## src/rtl/axi_lite_pkg.sv

```systemverilog
// Shared AXI4-Lite widths, response encoding and the identification word.
package axi_lite_pkg;

  localparam int unsigned AXI_ADDR_W = 6;
  localparam int unsigned AXI_DATA_W = 32;
  localparam int unsigned AXI_STRB_W = AXI_DATA_W / 8;

  localparam logic [AXI_DATA_W-1:0] AXI_ID_VALUE = 32'h414C_5331;

  typedef enum logic [1:0] {
    OKAY   = 2'b00,
    EXOKAY = 2'b01,
    SLVERR = 2'b10,
    DECERR = 2'b11
  } resp_t;

endpackage

```

## src/rtl/axi_lite_regfile.sv

```systemverilog
// Byte-enabled register array; the highest index is a constant read-only ID word.
module axi_lite_regfile #(
  parameter int unsigned       DATA_W   = 32,
  parameter int unsigned       IDX_W    = 4,
  parameter logic [DATA_W-1:0] ID_VALUE = 32'h414C_5331
) (
  input  logic                  clk,
  input  logic                  reset_n,
  input  logic                  wr_en,
  input  logic [IDX_W-1:0]      wr_idx,
  input  logic [DATA_W-1:0]     wr_data,
  input  logic [DATA_W/8-1:0]   wr_strb,
  input  logic [IDX_W-1:0]      rd_idx,
  output logic [DATA_W-1:0]     rd_data_c
);

  localparam int unsigned       STRB_W = DATA_W / 8;
  localparam int unsigned       NUM_RW = (1 << IDX_W) - 1;
  localparam logic [IDX_W-1:0]  ID_IDX = IDX_W'(NUM_RW);

  logic [DATA_W-1:0] mem_q [NUM_RW];
  logic [DATA_W-1:0] mem_d [NUM_RW];

  // Merge enabled byte lanes; writes aimed at the ID slot are dropped.
  always_comb begin
    mem_d = mem_q;
    if (wr_en && (wr_idx != ID_IDX)) begin
      for (int unsigned b = 0; b < STRB_W; b++) begin
        if (wr_strb[b]) begin
          mem_d[wr_idx][8*b +: 8] = wr_data[8*b +: 8];
        end
      end
    end
  end

  always_ff @(posedge clk or negedge reset_n) begin
    if (!reset_n) begin
      mem_q <= '{default: '0};
    end else begin
      mem_q <= mem_d;
    end
  end

  assign rd_data_c = (rd_idx == ID_IDX) ? ID_VALUE : mem_q[rd_idx];

endmodule

```

## src/rtl/axi_lite_slave_regs.sv

```systemverilog
// AXI4-Lite responder over a 16-word register file with independent AW/W slots,
// a single outstanding B response and a single outstanding R response.
module axi_lite_slave_regs
  import axi_lite_pkg::*;
#(
  parameter int unsigned           ADDR_WIDTH = AXI_ADDR_W,
  parameter int unsigned           DATA_WIDTH = AXI_DATA_W,
  parameter logic [DATA_WIDTH-1:0] ID_VALUE   = AXI_ID_VALUE
) (
  input  logic                    clk,
  input  logic                    reset_n,
  input  logic [ADDR_WIDTH-1:0]   awaddr,
  input  logic [2:0]              awprot,
  input  logic                    awvalid,
  output logic                    awready,
  input  logic [DATA_WIDTH-1:0]   wdata,
  input  logic [DATA_WIDTH/8-1:0] wstrb,
  input  logic                    wvalid,
  output logic                    wready,
  output logic [1:0]              bresp,
  output logic                    bvalid,
  input  logic                    bready,
  input  logic [ADDR_WIDTH-1:0]   araddr,
  input  logic [2:0]              arprot,
  input  logic                    arvalid,
  output logic                    arready,
  output logic [DATA_WIDTH-1:0]   rdata,
  output logic [1:0]              rresp,
  output logic                    rvalid,
  input  logic                    rready,
  output logic                    wr_pulse,
  output logic [ADDR_WIDTH-3:0]   wr_index
);

  localparam int unsigned       STRB_W = DATA_WIDTH / 8;
  localparam int unsigned       IDX_W  = ADDR_WIDTH - 2;
  localparam logic [IDX_W-1:0]  ID_IDX = IDX_W'((1 << IDX_W) - 1);

  logic                  aw_full_q,  aw_full_d;
  logic [IDX_W-1:0]      aw_idx_q,   aw_idx_d;
  logic                  w_full_q,   w_full_d;
  logic [DATA_WIDTH-1:0] w_data_q,   w_data_d;
  logic [STRB_W-1:0]     w_strb_q,   w_strb_d;
  logic                  awready_q,  awready_d;
  logic                  wready_q,   wready_d;
  logic                  bvalid_q,   bvalid_d;
  resp_t                 bresp_q,    bresp_d;
  logic                  wr_pulse_q, wr_pulse_d;
  logic [IDX_W-1:0]      wr_index_q, wr_index_d;
  logic                  arready_q,  arready_d;
  logic                  rvalid_q,   rvalid_d;
  logic [DATA_WIDTH-1:0] rdata_q,    rdata_d;

  logic                  aw_hs_c, w_hs_c, ar_hs_c, commit_c;
  logic [DATA_WIDTH-1:0] rd_data_c;
  logic                  unused_c;

  assign unused_c = ^{awprot, arprot, awaddr[1:0], araddr[1:0]};

  // Write side: slot capture, commit (bypassing a just-captured slot), B channel.
  always_comb begin
    aw_full_d  = aw_full_q;
    aw_idx_d   = aw_idx_q;
    w_full_d   = w_full_q;
    w_data_d   = w_data_q;
    w_strb_d   = w_strb_q;
    bvalid_d   = bvalid_q;
    bresp_d    = bresp_q;
    wr_index_d = wr_index_q;
    wr_pulse_d = 1'b0;

    aw_hs_c = awvalid && awready_q;
    w_hs_c  = wvalid && wready_q;

    if (aw_hs_c) begin
      aw_full_d = 1'b1;
      aw_idx_d  = awaddr[ADDR_WIDTH-1:2];
    end
    if (w_hs_c) begin
      w_full_d = 1'b1;
      w_data_d = wdata;
      w_strb_d = wstrb;
    end

    if (bvalid_q && bready) begin
      bvalid_d = 1'b0;
    end

    // A held response blocks the commit even on its own handshake edge.
    commit_c = aw_full_d && w_full_d && !bvalid_q;

    if (commit_c) begin
      aw_full_d  = 1'b0;
      w_full_d   = 1'b0;
      bvalid_d   = 1'b1;
      bresp_d    = (aw_idx_d == ID_IDX) ? SLVERR : OKAY;
      wr_pulse_d = 1'b1;
      wr_index_d = aw_idx_d;
    end

    awready_d = !aw_full_d && !commit_c;
    wready_d  = !w_full_d && !commit_c;
  end

  // Read side: one outstanding beat, address accepted only while R is idle.
  always_comb begin
    rvalid_d  = rvalid_q;
    rdata_d   = rdata_q;
    ar_hs_c   = arvalid && arready_q;
    arready_d = !rvalid_q || rready;

    if (rvalid_q && rready) begin
      rvalid_d = 1'b0;
    end
    if (ar_hs_c) begin
      rvalid_d  = 1'b1;
      rdata_d   = rd_data_c;
      arready_d = 1'b0;
    end
  end

  always_ff @(posedge clk or negedge reset_n) begin
    if (!reset_n) begin
      aw_full_q  <= 1'b0;
      aw_idx_q   <= '0;
      w_full_q   <= 1'b0;
      w_data_q   <= '0;
      w_strb_q   <= '0;
      awready_q  <= 1'b0;
      wready_q   <= 1'b0;
      bvalid_q   <= 1'b0;
      bresp_q    <= OKAY;
      wr_pulse_q <= 1'b0;
      wr_index_q <= '0;
      arready_q  <= 1'b0;
      rvalid_q   <= 1'b0;
      rdata_q    <= '0;
    end else begin
      aw_full_q  <= aw_full_d;
      aw_idx_q   <= aw_idx_d;
      w_full_q   <= w_full_d;
      w_data_q   <= w_data_d;
      w_strb_q   <= w_strb_d;
      awready_q  <= awready_d;
      wready_q   <= wready_d;
      bvalid_q   <= bvalid_d;
      bresp_q    <= bresp_d;
      wr_pulse_q <= wr_pulse_d;
      wr_index_q <= wr_index_d;
      arready_q  <= arready_d;
      rvalid_q   <= rvalid_d;
      rdata_q    <= rdata_d;
    end
  end

  axi_lite_regfile #(
    .DATA_W   (DATA_WIDTH),
    .IDX_W    (IDX_W),
    .ID_VALUE (ID_VALUE)
  ) u_regfile (
    .clk       (clk),
    .reset_n   (reset_n),
    .wr_en     (commit_c),
    .wr_idx    (aw_idx_d),
    .wr_data   (w_data_d),
    .wr_strb   (w_strb_d),
    .rd_idx    (araddr[ADDR_WIDTH-1:2]),
    .rd_data_c (rd_data_c)
  );

  assign awready  = awready_q;
  assign wready   = wready_q;
  assign bvalid   = bvalid_q;
  assign bresp    = bresp_q;
  assign wr_pulse = wr_pulse_q;
  assign wr_index = wr_index_q;
  assign arready  = arready_q;
  assign rvalid   = rvalid_q;
  assign rdata    = rdata_q;
  assign rresp    = OKAY;

endmodule

```

## config.mk

```make
export PLATFORM = sky130hd
export DESIGN_NAME = axi_lite_slave_regs
export DESIGN_NICKNAME = d
export VERILOG_FILES = /design/src/rtl/axi_lite_pkg.sv /design/src/rtl/axi_lite_regfile.sv /design/src/rtl/axi_lite_slave_regs.sv
export SDC_FILE = /design/constraint.sdc
export NUM_CORES = 1
export LEC_CHECK = 0
export BUFFER_PORTS_ARGS = -buffer_cell sky130_fd_sc_hd__buf_2
export CELL_PAD_IN_SITES_DETAIL_PLACEMENT = 1
export CELL_PAD_IN_SITES_GLOBAL_PLACEMENT = 1
export CORE_ASPECT_RATIO = 2
export CORE_MARGIN = 2
export CORE_UTILIZATION = 50
export DETAILED_ROUTE_END_ITERATION = 16
export HOLD_SLACK_MARGIN = 0.03
export PLACE_DENSITY = 0.87
export SLEW_MARGIN = 20
export SYNTH_ARGS = -nofsm -noshare
export SYNTH_HDL_FRONTEND = slang
export SYNTH_SLANG_ARGS = --single-unit
```

## constraint.sdc

```tcl
create_clock -name clk -period 6.1 [get_ports clk]
set_clock_uncertainty 0.15 [all_clocks]
set_input_delay 1.22 -clock clk [delete_from_list [all_inputs] [get_ports clk]]
set_output_delay 1.22 -clock clk [all_outputs]
set_load 0.05 [all_outputs]
```

# Yosys cells after proc, flatten, opt, wreduce, memory -nomap -nowiden
# Index checks and enable logic that the tools add are counted.
totals:
  ram_bits: 0
  memories: 0
  elab_cells: 93
  reg_bits: 566
  latch_bits: 0
  rom_bits: 0
op_classes:
  order_cmp: 3
  shifts: 0
  div: 0
  n_reduce_logical: 19
  n_mul: 0
  eq_ne: 3
  bitwise: 2
  n_addsub: 0
  n_mux: 37
op_table:
  columns: ["operator", "count"]
  rows:
  - ["480-bit two-way mux", 7]
  - ["480-bit bitwise mux", 4]
  - ["32-bit demux with 4-bit select", 4]
  - ["32-bit two-way mux", 5]
  - ["32-bit binary-select mux with 4-bit select", 1]
  - ["24-bit two-way mux", 1]
  - ["16-bit two-way mux", 1]
  - ["1-bit logical AND", 11]
  - ["5-bit greater-or-equal comparator, second input constant", 2]
  - ["1-bit two-way mux", 10]
  - ["4-bit inverter with 5-bit output", 2]
  - ["4-bit == test, second input constant", 2]
  - ["4-bit two-way mux", 2]
  - ["8-bit two-way mux", 1]
  - ["1-bit logical NOT", 5]
  - ["5-bit by 1-bit less-than comparator with 1-bit output, second input constant", 1]
  - ["4-bit inequality test, second input constant", 1]
  - ["2-bit nonzero test", 2]
  - ["2-bit two-way mux", 1]
  - ["1-bit logical OR", 1]

# Logic depth before layout (Yosys ltp)
# Gate-level depths: netlist (run 1).
depth:
  word_depth: 18
  mapped_depth: 9
  mapped_depth_nobuf: 6

# Cells and area by module
# From an unflattened synthesis (run 1), not the netlist that was laid out.
hier_totals:
  cells_unflattened: 1675
  area_unflattened_um2: 25071.5
by_module_without_submodules:
  columns: ["mod", "area_per_inst_um2", "cells_per_inst", "n_inst"]
  rows:
  - ["axi_lite_regfile", 21888.5, 1473, 1]
  - ["axi_lite_slave_regs", 3183.1, 202, 1]

# Least setup slack after synthesis (run 1)
# OpenSTA, ideal clock, no wires.
synth_timing:
  path_type: "input port to flip-flop"
  startpoint: "input awvalid"
  endpoint: "register u_regfile.mem_q[472] (netlist bit)"
  path_slack_ns: 2.938
  path_buffers: 3
  required_time_ns: 5.825
  stages: 8
  arrival_time_ns: 2.887
  setup_time_ns: 0.125
  cell_sequence: "and2_1 clkbuf_1 o21a_1 buf_2 o211a_1 buf_2 nor3b_4 mux2_2"
synth_between:
  elab_chain_cells: 15
  word_cells_on_any_way: 27
  classes_between: "2 x order compare; 1 x eq/ne; 18 x mux; 1 x bitwise; 5 x reduce/logical"
synth_rtl:
  columns: ["element", "line", "text"]
  rows:
  - ["start, declared", "axi_lite_slave_regs.sv:14", "input logic awvalid,"]
  - ["1-bit logical AND (*)", "axi_lite_slave_regs.sv:72", "aw_hs_c = awvalid && awready_q;"]
  - ["4-bit two-way mux", "axi_lite_slave_regs.sv:75", "if (aw_hs_c) begin"]
  - ["4-bit inverter with 5-bit output (implied by the code)", "axi_lite_regfile.sv:30", "mem_d[wr_idx][8*b +: 8] = wr_data[8*b +: 8];"]
  - ["32-bit demux with 4-bit select", "axi_lite_regfile.sv:30", null]
  - ["480-bit bitwise mux", "axi_lite_regfile.sv:30", null]
  - ["480-bit two-way mux", "axi_lite_regfile.sv:29", "if (wr_strb[b]) begin"]
  - ["480-bit two-way mux", "axi_lite_regfile.sv:27", "if (wr_en && (wr_idx != ID_IDX)) begin"]
  - ["480-bit bitwise mux", "axi_lite_regfile.sv:30", null]
  - ["480-bit two-way mux", "axi_lite_regfile.sv:29", null]
  - ["480-bit two-way mux", "axi_lite_regfile.sv:27", null]
  - ["480-bit bitwise mux", "axi_lite_regfile.sv:30", null]
  - ["480-bit two-way mux", "axi_lite_regfile.sv:29", null]
  - ["480-bit two-way mux", "axi_lite_regfile.sv:27", null]
  - ["480-bit bitwise mux", "axi_lite_regfile.sv:30", null]
  - ["480-bit two-way mux", "axi_lite_regfile.sv:29", null]
  - ["end signal, assigned", "axi_lite_regfile.sv:40", "mem_q <= mem_d;"]
  - ["end, declared", "axi_lite_regfile.sv:21", "logic [DATA_W-1:0] mem_q [NUM_RW];"]
# Every way passes the cells marked *; elsewhere a longest branch is shown, timed or not. The select of a mux whose other input is x is not followed.
# A chain may end at the register's enable or synchronous reset.

# Final worst setup path (run 1)
layout_timing:
  startpoint: "input awvalid"
  endpoint: "register u_regfile.mem_q[448] (netlist bit)"
layout_between:
  elab_chain_cells: 18
  word_cells_on_any_way: 27
  classes_between: "2 x order compare; 1 x eq/ne; 18 x mux; 1 x bitwise; 5 x reduce/logical"
layout_rtl:
  columns: ["element", "line"]
  rows:
  - ["1-bit logical AND (*)", "axi_lite_slave_regs.sv:72"]
  - ["4-bit two-way mux", "axi_lite_slave_regs.sv:75"]
  - ["4-bit inverter with 5-bit output (implied by the code)", "axi_lite_regfile.sv:30"]
  - ["5-bit greater-or-equal comparator (implied by the code) / 5-bit by 1-bit less-than comparator with 1-bit output (equally long branches)", "axi_lite_regfile.sv:30"]
  - ["1-bit logical AND (implied by the code)", "axi_lite_regfile.sv:30"]
  - ["8-bit two-way mux (implied by the code)", "axi_lite_regfile.sv:30"]
  - ["32-bit demux with 4-bit select", "axi_lite_regfile.sv:30"]
  - ["480-bit bitwise mux", "axi_lite_regfile.sv:30"]
  - ["[... 2 more ...]", null]
  - ["480-bit bitwise mux", "axi_lite_regfile.sv:30"]
  - ["480-bit two-way mux", "axi_lite_regfile.sv:29"]
  - ["480-bit two-way mux", "axi_lite_regfile.sv:27"]
  - ["480-bit bitwise mux", "axi_lite_regfile.sv:30"]
  - ["480-bit two-way mux", "axi_lite_regfile.sv:29"]
  - ["480-bit two-way mux", "axi_lite_regfile.sv:27"]
  - ["480-bit bitwise mux", "axi_lite_regfile.sv:30"]
  - ["480-bit two-way mux", "axi_lite_regfile.sv:29"]
# Marked as above.

==> out/summary.log, run 1 <==
qor: critical_path.timing.critical_path.required 6430 ps
qor: critical_path.critPathLaunchType input port
qor: logic_synthesis.synth.yosys.seq_area_share 56.6%
qor: grt.pin_count_of_the_biggest_net_entering_global_routing 173
qor: route.wl_per_cell 30.2 um
qor: floorplan.io_pins 107
qor: logic_synthesis.synth_common_cells 565 x dfrtp_1, 389 x mux2_2, 143 x nand2_1, 112 x mux2i_1, 112 x nor2_1
qor: place.io_buffer_count 93
qor: cts.htree_levels 2
qor: power_and_ir_drop.proportion_of_total_power_due_to_net_switching 35.8%
qor: route.post-route-drc-count 0
qor: power_and_ir_drop.total_switching_power 0.00471 W
qor: cts.cts_buffers 49
qor: sta.timing.fmax 264 MHz
qor: sta.fin_crit_sh 62.1%
qor: logic_synthesis.synth_warnings 0
qor: logic_synthesis.postSynthCellCount 1903
qor: power_and_ir_drop.worst_ir_drop_vdd 0.258 mV
qor: critical_path.cp_top_family simple AND/OR/NAND/NOR gates
qor: route.dr.pass1.iters 5
qor: logic_synthesis.synth.top_cells.by_area dfrtp_1 57%, mux2_2 18%, mux4_2 5.0%
qor: cts.cts_setup_buffers 0
qor: cells_and_area.net_count_reported_at_finish 2023
qor: route.totalWireLength 79.9 mm
qor: logic_synthesis.avgSynthCellArea 13.1 um^2
qor: logic_synthesis.asyncSetResetFlopFracSynth 100%
qor: place.hpwlAfterDp 49.0 mm
qor: sta.max_slew.worst_pin.slew 1210 ps
qor: logic_synthesis.synth_area 25000 um^2
qor: critical_path.worst_path_largest_cell_delay 830 ps
qor: cells_and_area.areaGrowthSynthToFinish 11.3%
qor: cts.clock_tree.root_cell clkbuf_16
qor: grt.gr-total-overflow 0
qor: sta.report.final.slew_viol_count 0
qor: place.place.detailed.instances 2554
qor: logic_synthesis.netlist-cell-type-count 51
qor: floorplan.fp.dieH 320 um
qor: critical_path.crit_path_cell_trace buf_2 > and2_1 > o21a_1 > nor2_1 > nor4_4 > mux2_2
qor: cts.clock_latency 610 ps
qor: min_path.hold_class reg -> reg
qor: floorplan.design.die.area 51900 um^2
qor: floorplan.floorplan.initialDensity 50.8%
qor: cts.cts.clk_slew.worst_paths 70 ps
qor: logic_synthesis.synth.most_common_cell dfrtp_1
qor: grt.grt_pass1_wl 121 mm
qor: sta.finalSetupTns 0 ps
qor: critical_path.timing.setup.critical_path_class in -> reg
qor: grt.grt.total_usage 31.2%
qor: power_and_ir_drop.combPwrFrac 29.5%
qor: cells_and_area.drive_gt1_share 34.3%
qor: route.detailedRoute.firstIterationViolations 1195
qor: route.vias 17283
qor: critical_path.cp_data_arrival_time 4120 ps
qor: flow_run.drv_cap 0
qor: power_and_ir_drop.intPower 0.00846 W
qor: logic_synthesis.synth_largest_area_cell dfrtp_1
qor: floorplan.placeableCoreArea 49200 um^2
qor: place.gp_congestion 0.853
qor: cts.cts_resized 0
qor: floorplan.chipWidth 162 um
qor: sta.timing_hold_violations_final 0
qor: critical_path.reg2reg_slack 2480 ps
qor: logic_synthesis.synth_top_area_share 56.6%
qor: sta.report.final.setup_viol 0
qor: outcome.run_status finished clean
qor: sta.slew-limit-headroom 19.2%
qor: logic_synthesis.ys.flop_type dfrtp_1
qor: cts.numClockSinks 565
qor: cts.cts_tree yes
qor: floorplan.row_count 115
qor: power_and_ir_drop.p_seq_share 45.2%
qor: cells_and_area.fillerInstances 4883
qor: critical_path.worstPathBufferInverterCount 1
qor: critical_path.capturing_element_type_of_the_critical_path flop
qor: logic_synthesis.number_of_synthesized_flops_with_an_enable_pin 0
qor: power_and_ir_drop.p_leak 13.3 nW
qor: cells_and_area.multi_input_comb_area 10300 um^2
qor: cts.cts_max_path_buffers 3
qor: grt.antenna_found_initial 5
qor: grt.grt_pass1_vias 19743
qor: logic_synthesis.synth-seq-cells 565
qor: sta.rsz0062_at_grt no
qor: route.final_antenna_net_count 0
qor: critical_path.critical_path_peak_fanout 14
qor: power_and_ir_drop.power.density_cell_area 474 nW/um^2
qor: power_and_ir_drop.power_frac_clock 25.3%
qor: route.drt-vias-per-instance 6.53
qor: cells_and_area.area.sequential 14100 um^2
qor: sta.period_needed 3790 ps
qor: critical_path.critical-path-slowest-cell nor4_4
qor: cells_and_area.layout.cells.non_filler 2648
qor: cts.holdBufCountCts 0
[metal layers]
| metal | up-vias | GRT usage, % | part of all wire, % |
|---|---|---|---|
| met5 | - | 0 | 0 |
| met4 | 0 | 23.7 | 8.5 |
| met3 | 358 | 5.04 | 5.2 |
| li1 | 7049 | - | - |
| met2 | 743 | 54.5 | 52 |
| met1 | 9133 | 33.5 | 35 |
[final cells by class]
cell class	count	area share [%]
Sequential cell	565	50.9
Multi-Input combinational cell	1201	37.1
Clock buffer	66	5.19
Tap cell	643	2.89
Timing Repair Buffer	120	2.62
Clock inverter	24	0.923
Inverter	25	0.338
Antenna cell	4	0.0360
[per-stage QoR]
step                util, %  hold WS [ps]  area [um^2]  worst slack [ps]  total power, W
floorplan                 -           295        25000              2940         0.00837
global placement       52.9           308        26100              1960         0.00919
detailed placement     53.0           320        26100              1810         0.00966
CTS                    56.4           336        27800              2350          0.0131
global route           56.5           368        27800              2180          0.0137
finish                 56.5           326        27800              2310          0.0132
[worst register-to-register path, stage by stage, from the launching register on]
cell,delay [ps]
dfrtp_1,650
and2_1,540
o21a_1,600
nor2_1,300
nor4_4,830
mux2_2,430
[state kept, by name, indices dropped and copies added (netlist names)]
| signal | cells |
|---|---|
| arready | 1 |
| u_regfile.mem_q | 480 |
| aw_full_q | 1 |
| wr_pulse | 1 |
| wready | 1 |
| w_strb_q | 4 |
| w_data_q | 32 |
| awready | 1 |
| bresp | 1 |
| bvalid | 1 |
| w_full_q | 1 |
| rvalid | 1 |
| aw_idx_q | 4 |
| wr_index | 4 |
| rdata | 32 |
[cells by family after synthesis]
| family | after synthesis | share of synthesized area (%) |
|---|---|---|
| AOI/OAI and AO/OA | 309 | 8.00 |
| buffers and inverters | 139 | 2.33 |
| DFF | 565 | 56.6 |
| muxes | 557 | 27.1 |
| other | 1 | 0.0150 |
| and+or+nand+nor | 332 | 6.00 |
[power by group through the flow]
stage,Clock [W],Combinational [W],Sequential (W)
floorplan,0,0.00245,0.00592
global placement,0,0.00346,0.00573
detailed placement,0,0.00375,0.00591
CTS,0.00336,0.00386,0.00591
global route,0.00351,0.00416,0.00605
finish,0.00334,0.00388,0.00595
[worst paths after layout]
kind,depth (start not counted),start,endpoint
max,6,awvalid,u_regfile.mem_q[448]$_DFFE_PN0P_
min,2,rdata[21]$_DFFE_PN0P_,rdata[21]$_DFFE_PN0P_
max reg2reg,5,awready$_DFF_PN0_,u_regfile.mem_q[448]$_DFFE_PN0P_
min reg2reg,2,rdata[21]$_DFFE_PN0P_,rdata[21]$_DFFE_PN0P_
max in group asynchronous,2,reset_n,u_regfile.mem_q[211]$_DFFE_PN0P_
min in group asynchronous,1,reset_n,u_regfile.mem_q[156]$_DFFE_PN0P_
[layout by cell type (no fill, tap or decap), types with 28 or more instances in the layout]
cell and count:
mux4_2 56, a21oi_1 91, o211ai_1 77, dfrtp_1 565
clkbuf_16 51, nand3_1 28, nand2_1 142, buf_2 89
o21ai_0 55, mux2i_1 112, mux2_2 389, nor2_1 112
Note: power is estimated with default switching activity, not from simulation.
==> inputs of run 2 (changes only) <==
--- a/config.mk
+++ b/config.mk
@@ -10,10 +10,10 @@
 export CELL_PAD_IN_SITES_GLOBAL_PLACEMENT = 1
 export CORE_ASPECT_RATIO = 2
 export CORE_MARGIN = 2
-export CORE_UTILIZATION = 50
+export CORE_UTILIZATION = 46
 export DETAILED_ROUTE_END_ITERATION = 16
 export HOLD_SLACK_MARGIN = 0.03
-export PLACE_DENSITY = 0.87
+export PLACE_DENSITY = 0.85
 export SLEW_MARGIN = 20
 export SYNTH_ARGS = -nofsm -noshare
 export SYNTH_HDL_FRONTEND = slang
==> constraint.sdc (replaced) <==
create_clock -name clk -period 3.3 [get_ports clk]
set_clock_uncertainty 0.15 [all_clocks]
set_input_delay 0.66 -clock clk [delete_from_list [all_inputs] [get_ports clk]]
set_output_delay 0.66 -clock clk [all_outputs]
set_load 0.05 [all_outputs]
==> out/summary.log, run 2 (same netlist as run 1, synthesis figures left out) <==
qor: cells_and_area.net_count_reported_at_finish 2113 [+4.4%]
qor: cts.htree_levels 2 [unchanged]
qor: cells_and_area.layout.cells.most_common dfrtp_1
qor: sta.slew-limit-headroom 17.0% [-2.2 points]
qor: cells_and_area.num_antenna_cells 0 [-4]
qor: min_path.hold_class in -> reg
qor: sta.timing.fmax 331 MHz
qor: sta.fin_crit_sh 91.5%
qor: cts.cts_buffers 48 [-2.0%]
qor: sta.finalHoldWorstSlack 130 ps [-196 ps]
qor: critical_path.cp_top_family simple AND/OR/NAND/NOR gates
qor: route.post-route-drc-count 0 [unchanged]
qor: critical_path.capturing_element_type_of_the_critical_path flop
qor: cells_and_area.fillerInstances 5267 [+7.9%]
qor: cells_and_area.largest_reg_by_ff_count u_regfile.mem_q
qor: floorplan.fp.dieH 334 um [+4.2%]
qor: route.final_antenna_net_count 0 [unchanged]
qor: critical_path.timing.setup.critical_path_class reg -> reg
qor: flow_run.drv_cap 0 [unchanged]
qor: place.dp_area 26900 um^2 [+3.2%]
qor: critical_path.timing.critical_path.required 3640 ps [-2790 ps]
qor: grt.grt_pass1_vias 20471 [+3.7%]
qor: route.dr.pass1.iters 7 [+2]
qor: cts.cts_tree yes
qor: place.hpwlAfterDp 54.3 mm [+11%]
qor: critical_path.worstPathBufferInverterCount 0 [-1]
qor: grt.antenna_found_initial 1 [-4]
qor: sta.period_needed 3020 ps
qor: floorplan.row_count 120 [+4.3%]
qor: power_and_ir_drop.p_leak 13.7 nW [+3.3%]
qor: grt.gr-total-overflow 0 [unchanged]
qor: sta.rsz0062_at_grt no
qor: sta.finalSetupTns 0 ps [unchanged]
qor: grt.pin_count_of_the_biggest_net_entering_global_routing 89 [-49%]
qor: critical_path.critical-path-slowest-cell dfrtp_1
qor: power_and_ir_drop.worst_ir_drop_vdd 0.353 mV [+37%]
qor: sta.max_slew.worst_pin.slew 1240 ps [+32.9 ps]
qor: cells_and_area.drive_gt1_share 36.8% [+2.6 points]
qor: grt.grt_pass1_wl 127 mm [+4.7%]
qor: sta.timing_hold_violations_final 0 [unchanged]
qor: cts.numClockSinks 565 [unchanged]
qor: outcome.run_status finished clean
qor: route.totalWireLength 83.8 mm [+4.8%]
qor: floorplan.floorplan.initialDensity 46.6% [-4.2 points]
qor: cts.clock_tree.root_cell clkbuf_16
qor: critical_path.cp_data_arrival_time 3350 ps [-770 ps]
qor: cells_and_area.areaGrowthSynthToFinish 14.7%
qor: floorplan.design.die.area 56300 um^2 [+8.5%]
qor: cts.cts.clk_slew.worst_paths 70 ps [about the same]
qor: place.io_buffer_count 93 [unchanged]
qor: cts.clock_latency 610 ps [about the same]
qor: critical_path.crit_path_cell_trace and2_1 > a21oi_2 > nor2_1 > nand2_1 > mux2_2
qor: power_and_ir_drop.report.power.total 0.0249 W [+89%]
qor: place.gp_congestion 0.889 [+4.3%]
qor: route.vias 17834 [+3.2%]
qor: critical_path.critPathLaunchType flop
qor: cells_and_area.finalInstanceArea 28700 um^2 [+3.1%]
qor: power_and_ir_drop.power.density_cell_area 869 nW/um^2 [+83%]
qor: critical_path.critical_path_peak_fanout 14 [unchanged]
qor: place.place.detailed.instances 2672 [+4.6%]
qor: floorplan.placeableCoreArea 53600 um^2 [+8.9%]
qor: route.drt-vias-per-instance 6.46 [-1.0%]
qor: cells_and_area.max_reg_flops 480 [unchanged]
qor: cells_and_area.layout.cells.non_filler 2761 [+4.3%]
qor: sta.report.final.setup_viol 0 [unchanged]
qor: cts.cts_max_path_buffers 3 [unchanged]
qor: route.wl_per_cell 30.4 um [+0.53%]
qor: floorplan.chipWidth 169 um [+4.2%]
qor: sta.report.final.slew_viol_count 0 [unchanged]
qor: grt.grt.total_usage 30.1% [-1.0 points]
qor: cells_and_area.final_cell_mix 565 x dfrtp_1, 389 x mux2_2, 142 x nand2_1, 112 x nor2_1, 112 x mux2i_1
qor: floorplan.io_pins 107 [unchanged]
qor: route.detailedRoute.firstIterationViolations 1186 [-0.75%]
qor: critical_path.worst_path_largest_cell_delay 610 ps [-220 ps]
==> run 2: per-stage QoR <==
step                worst slack [ps]  util (%)
floorplan                        652         -
global placement                 259      50.2
detailed placement               177      50.2
CTS                              353      53.5
global route                     212      53.5
finish                           281      53.5
==> run 2: cell type report <==
class / count / area, um^2 / area share (%)
Clock inverter: 18 / 275 / 0.961
Multi-Input combinational cell: 1201 / 10300 / 35.9
Tap cell: 671 / 840 / 2.93
Timing Repair Buffer: 211 / 1570 / 5.46
Clock buffer: 70 / 1460 / 5.08
Inverter: 25 / 93.8 / 0.327
Sequential cell: 565 / 14100 / 49.3
==> run 2: layer usage <==
layer | track usage [%] | up-vias | share of wire [%]
met5 | 0 | - | 0.014
met4 | 23.8 | 2 | 9.0
met1 | 30.7 | 9384 | 33
met2 | 53.6 | 802 | 53
met3 | 5.52 | 423 | 5.2
li1 | - | 7223 | -
==> run 2: timing repair <==
item	in CTS	in global routing
hold endpoints to repair	26	0
buffers inserted	0	0
resized for setup	0	0
hold buffers	1	0
==> run 2: report_power, final <==
group / switching, W / total, W / internal [W]
Combinational: 0.00452 / 0.00753 / 0.00301
Sequential: 0.00163 / 0.0111 / 0.00942
Clock: 0.00269 / 0.00630 / 0.00361
==> run 2: worst register-to-register path: cells and delay by family (launching register included) <==
family             cells  cell delay [ps]
and+or+nand+nor        3             1460
DFF                    1              610
muxes                  1              440
AOI/OAI and AO/OA      1              270
==> run 2: path summary, 6_finish.rpt <==
check | from | endpoint | slack [ps] | cells past startpoint
worst min register to register | u_regfile.mem_q[54]$_DFFE_PN0P_ | u_regfile.mem_q[54]$_DFFE_PN0P_ | 330 | 2
worst max-delay path | awready$_DFF_PN0_ | u_regfile.mem_q[223]$_DFFE_PN0P_ | 280 | 5
worst min-delay path | bready | bvalid$_DFFE_PN0P_ | 130 | 2
min in group asynchronous | reset_n | rdata[30]$_DFFE_PN0P_ | 520 | 2
max in group asynchronous | reset_n | u_regfile.mem_q[108]$_DFFE_PN0P_ | 1480 | 3
worst max register to register | awready$_DFF_PN0_ | u_regfile.mem_q[223]$_DFFE_PN0P_ | 280 | 5
==> inputs of run 3 (changes only) <==
--- a/config.mk
+++ b/config.mk
@@ -5,12 +5,12 @@
 export SDC_FILE = /design/constraint.sdc
 export NUM_CORES = 1
 export LEC_CHECK = 0
+export ABC_AREA = 1
 export BUFFER_PORTS_ARGS = -buffer_cell sky130_fd_sc_hd__buf_2
 export CELL_PAD_IN_SITES_DETAIL_PLACEMENT = 1
 export CELL_PAD_IN_SITES_GLOBAL_PLACEMENT = 1
 export CORE_ASPECT_RATIO = 2
-export CORE_MARGIN = 2
-export CORE_UTILIZATION = 46
+export CORE_UTILIZATION = 42
 export DETAILED_ROUTE_END_ITERATION = 16
 export HOLD_SLACK_MARGIN = 0.03
 export PLACE_DENSITY = 0.85
==> out/summary.log, run 3 <==
qor: outcome.run_status finished clean
qor: route.wirelength_met1 38.6 mm [+39%]
qor: logic_synthesis.ys.flop_type dfrtp_1
qor: cts.cts_max_path_buffers 3 [unchanged]
qor: floorplan.io_pins 107 [unchanged]
qor: cells_and_area.net_count_reported_at_finish 3805 [+80%]
qor: route.met2_wirelength 53.2 mm [+20%]
qor: logic_synthesis.synth-seq-cells 565 [unchanged]
qor: floorplan.placeableCoreArea 66900 um^2 [+25%]
qor: critical_path.critPathLaunchType flop
qor: route.wl_met3 5.93 mm [+35%]
qor: cells_and_area.layout.cells.most_common nand2_1
qor: sta.fin_crit_sh 89.3% [-2.2 points]
qor: sta.finalHoldWorstSlack 80.3 ps [-49.6 ps]
qor: route.vias 27551 [+54%]
qor: route.drt-vias-per-instance 5.91 [-8.5%]
qor: cts.holdBufCountCts 1 [unchanged]
qor: critical_path.timing.setup.critical_path_class reg -> reg
qor: route.final_antenna_net_count 0 [unchanged]
qor: flow_run.drv_cap 0 [unchanged]
qor: sta.slew-limit-headroom 46.2% [+29 points]
qor: power_and_ir_drop.worst_ir_drop_vdd 0.583 mV [+65%]
qor: critical_path.critPathLaunch wready$_DFF_PN0_
qor: cells_and_area.final_util 47.9% [-5.6 points]
qor: cells_and_area.final_cell_mix 1519 x nand2_1, 565 x dfrtp_1, 423 x nand4_1, 293 x nand3_1, 209 x nor2_1
qor: sta.report.final.slew_viol_count 0 [unchanged]
qor: min_path.worst_hold_startpoint bready
qor: logic_synthesis.synth_top_area_share 49.5% [-7.0 points]
qor: place.io_buffer_count 93 [unchanged]
qor: logic_synthesis.synth.yosys.seq_area_share 49.5% [-7.0 points]
qor: critical_path.capturing_element_type_of_the_critical_path flop
qor: logic_synthesis.netlist-cell-type-count 32 [-37%]
qor: grt.gr-total-overflow 0 [unchanged]
qor: power_and_ir_drop.p_leak 16.6 nW [+21%]
qor: route.highest_layer met5
qor: floorplan.chipWidth 186 um [+10%]
qor: route.post-route-drc-count 0 [unchanged]
qor: logic_synthesis.number_of_synthesized_flops_with_an_enable_pin 0 [unchanged]
qor: min_path.hold_class in -> reg
qor: sta.finalSetupTns 0 ps [unchanged]
qor: logic_synthesis.postSynthCellCount 3711 [+95%]
qor: critical_path.cp_data_arrival_time 3260 ps [-90 ps]
qor: cts.htree_levels 2 [unchanged]
qor: sta.max_slew.worst_pin.slew 802 ps [-438 ps]
qor: floorplan.fp.dieH 371 um [+11%]
qor: route.wl_per_cell 22.8 um [-25%]
qor: floorplan.floorplan.initialDensity 42.7% [-4.0 points]
qor: place.dp_area 30400 um^2 [+13%]
qor: cts.clock_tree.root_cell clkbuf_16
qor: cells_and_area.areaGrowthSynthToFinish 12.2%
qor: logic_synthesis.synth_warnings 0 [unchanged]
qor: critical_path.critical_path_peak_fanout 25 [+11]
qor: cts.cts_setup_buffers 0 [unchanged]
qor: cts.cts_buffers 51 [+6.3%]
qor: cells_and_area.drive_gt1_share 12.0% [-25 points]
qor: floorplan.row_count 134 [+12%]
qor: logic_synthesis.avgSynthCellArea 7.69 um^2 [-41%]
qor: grt.grt.total_usage 31.1% [+0.97 points]
qor: critical_path.worst_r2r_src wready$_DFF_PN0_
qor: cells_and_area.max_reg_flops 480 [unchanged]
qor: cells_and_area.largest_reg_by_ff_count u_regfile.mem_q
qor: cells_and_area.area.sequential 14100 um^2 [unchanged]
qor: cts.numClockSinks 565 [unchanged]
qor: cells_and_area.finalInstanceArea 32000 um^2 [+12%]
qor: grt.antenna_found_initial 2 [+1]
qor: floorplan.design.die.area 69100 um^2 [+23%]
qor: critical_path.timing.critical_path.required 3620 ps [-20 ps]
qor: cts.cts_tree yes
qor: logic_synthesis.synth.most_common_cell nand2_1
qor: cells_and_area.fillerInstances 8234 [+56%]
qor: place.gp_congestion 0.852 [-4.2%]
qor: sta.rsz0062_at_grt no
qor: grt.grt_pass1_wl 167 mm [+31%]
qor: route.dr.pass1.iters 5 [-2]
qor: cts.clock_latency 620 ps [about the same]
qor: route.totalWireLength 106 mm [+27%]
qor: cells_and_area.multi_input_comb_area 12300 um^2 [+20%]
qor: sta.period_needed 2950 ps [-72.4 ps]
qor: logic_synthesis.synth.top_cells.by_area dfrtp_1 50%, nand2_1 20%, nand4_1 9.3%
qor: logic_synthesis.synth_largest_area_cell dfrtp_1
qor: sta.report.final.setup_viol 0 [unchanged]
qor: place.post_place_setup_slack 97.9 ps [-79.2 ps]
qor: cts.cts.clk_slew.worst_paths 70 ps [about the same]
qor: logic_synthesis.synth_area 28500 um^2 [+14%]
qor: logic_synthesis.asyncSetResetFlopFracSynth 100% [unchanged]
qor: grt.grt_pass1_vias 29267 [+43%]
qor: sta.timing.final.ws_setup 354 ps [+72.4 ps]
qor: logic_synthesis.synth_common_cells 1520 x nand2_1, 565 x dfrtp_1, 423 x nand4_1, 293 x nand3_1, 210 x nor2_1
qor: cts.cts_resized 0 [unchanged]
qor: place.hpwlAfterDp 68.0 mm [+25%]
qor: sta.timing_hold_violations_final 0 [unchanged]
qor: route.detailedRoute.firstIterationViolations 2168 [+83%]
qor: sta.timing.fmax 339 MHz [+2.5%]
qor: power_and_ir_drop.power.density_cell_area 918 nW/um^2 [+5.7%]
qor: grt.pin_count_of_the_biggest_net_entering_global_routing 95 [+6.7%]
## run 3: where the power goes
group          internal (W)  switching (W)  total, W  leakage [nW]
Clock               0.00343        0.00276   0.00620         0.822
Sequential          0.00971        0.00153    0.0112          7.62
Combinational       0.00315        0.00882    0.0120          8.14
Total                0.0163         0.0131    0.0294          16.6
## run 3: worst paths after layout
path	endpoint	cells past startpoint	slack, ps
worst max register to register	u_regfile.mem_q[344]$_DFFE_PN0P_	7	350
min in group asynchronous	u_regfile.mem_q[159]$_DFFE_PN0P_	2	430
worst max-delay path	u_regfile.mem_q[344]$_DFFE_PN0P_	7	350
worst min-delay path	bvalid$_DFFE_PN0P_	2	80
worst min register to register	wready$_DFF_PN0_	1	280
max in group asynchronous	u_regfile.mem_q[177]$_DFFE_PN0P_	3	1540
## run 3: layout make-up
type	count	share of cell area [%]
Sequential cell	565	44.1
Multi-Input combinational cell	2687	38.6
Timing Repair Buffer	254	6.47
Clock buffer	79	4.82
Tap cell	884	3.45
Inverter	185	2.18
Clock inverter	9	0.375
Antenna cell	1	0.00781
## run 3: through the flow
| step | cells | total power [W] |
|---|---|---|
| floorplan | 3713 | 0.0188 |
| global placement | 4574 | 0.0224 |
| detailed placement | 4574 | 0.0230 |
| CTS | 4663 | 0.0293 |
| global route | 4663 | 0.0310 |
| finish | 4664 | 0.0294 |
## run 3: cells by family (layout without fill, tap and decap cells)
group           count (synthesis)  in the layout  share of synthesized area, %
other cells                     1              4                        0.0131
compound gates                122            122                          2.23
buf+inv                       461            527                          7.30
simple gates                 2562           2562                          40.9
flops                         565            565                          49.5
## run 3: critical path, cell delays in order (launching register included)
cell	delay, ps
dfrtp_1	440
nand2_2	110
clkinv_1	170
or2_1	260
o21ai_2	290
clkinv_1	880
nand3_1	350
o21ai_0	140
## run 3: metal layers
layer  vias up  track usage [%]
met3       418             4.40
met1     13922             34.1
met4         2             24.4
li1      12187                -
met5         -                0
met2      1022             54.1
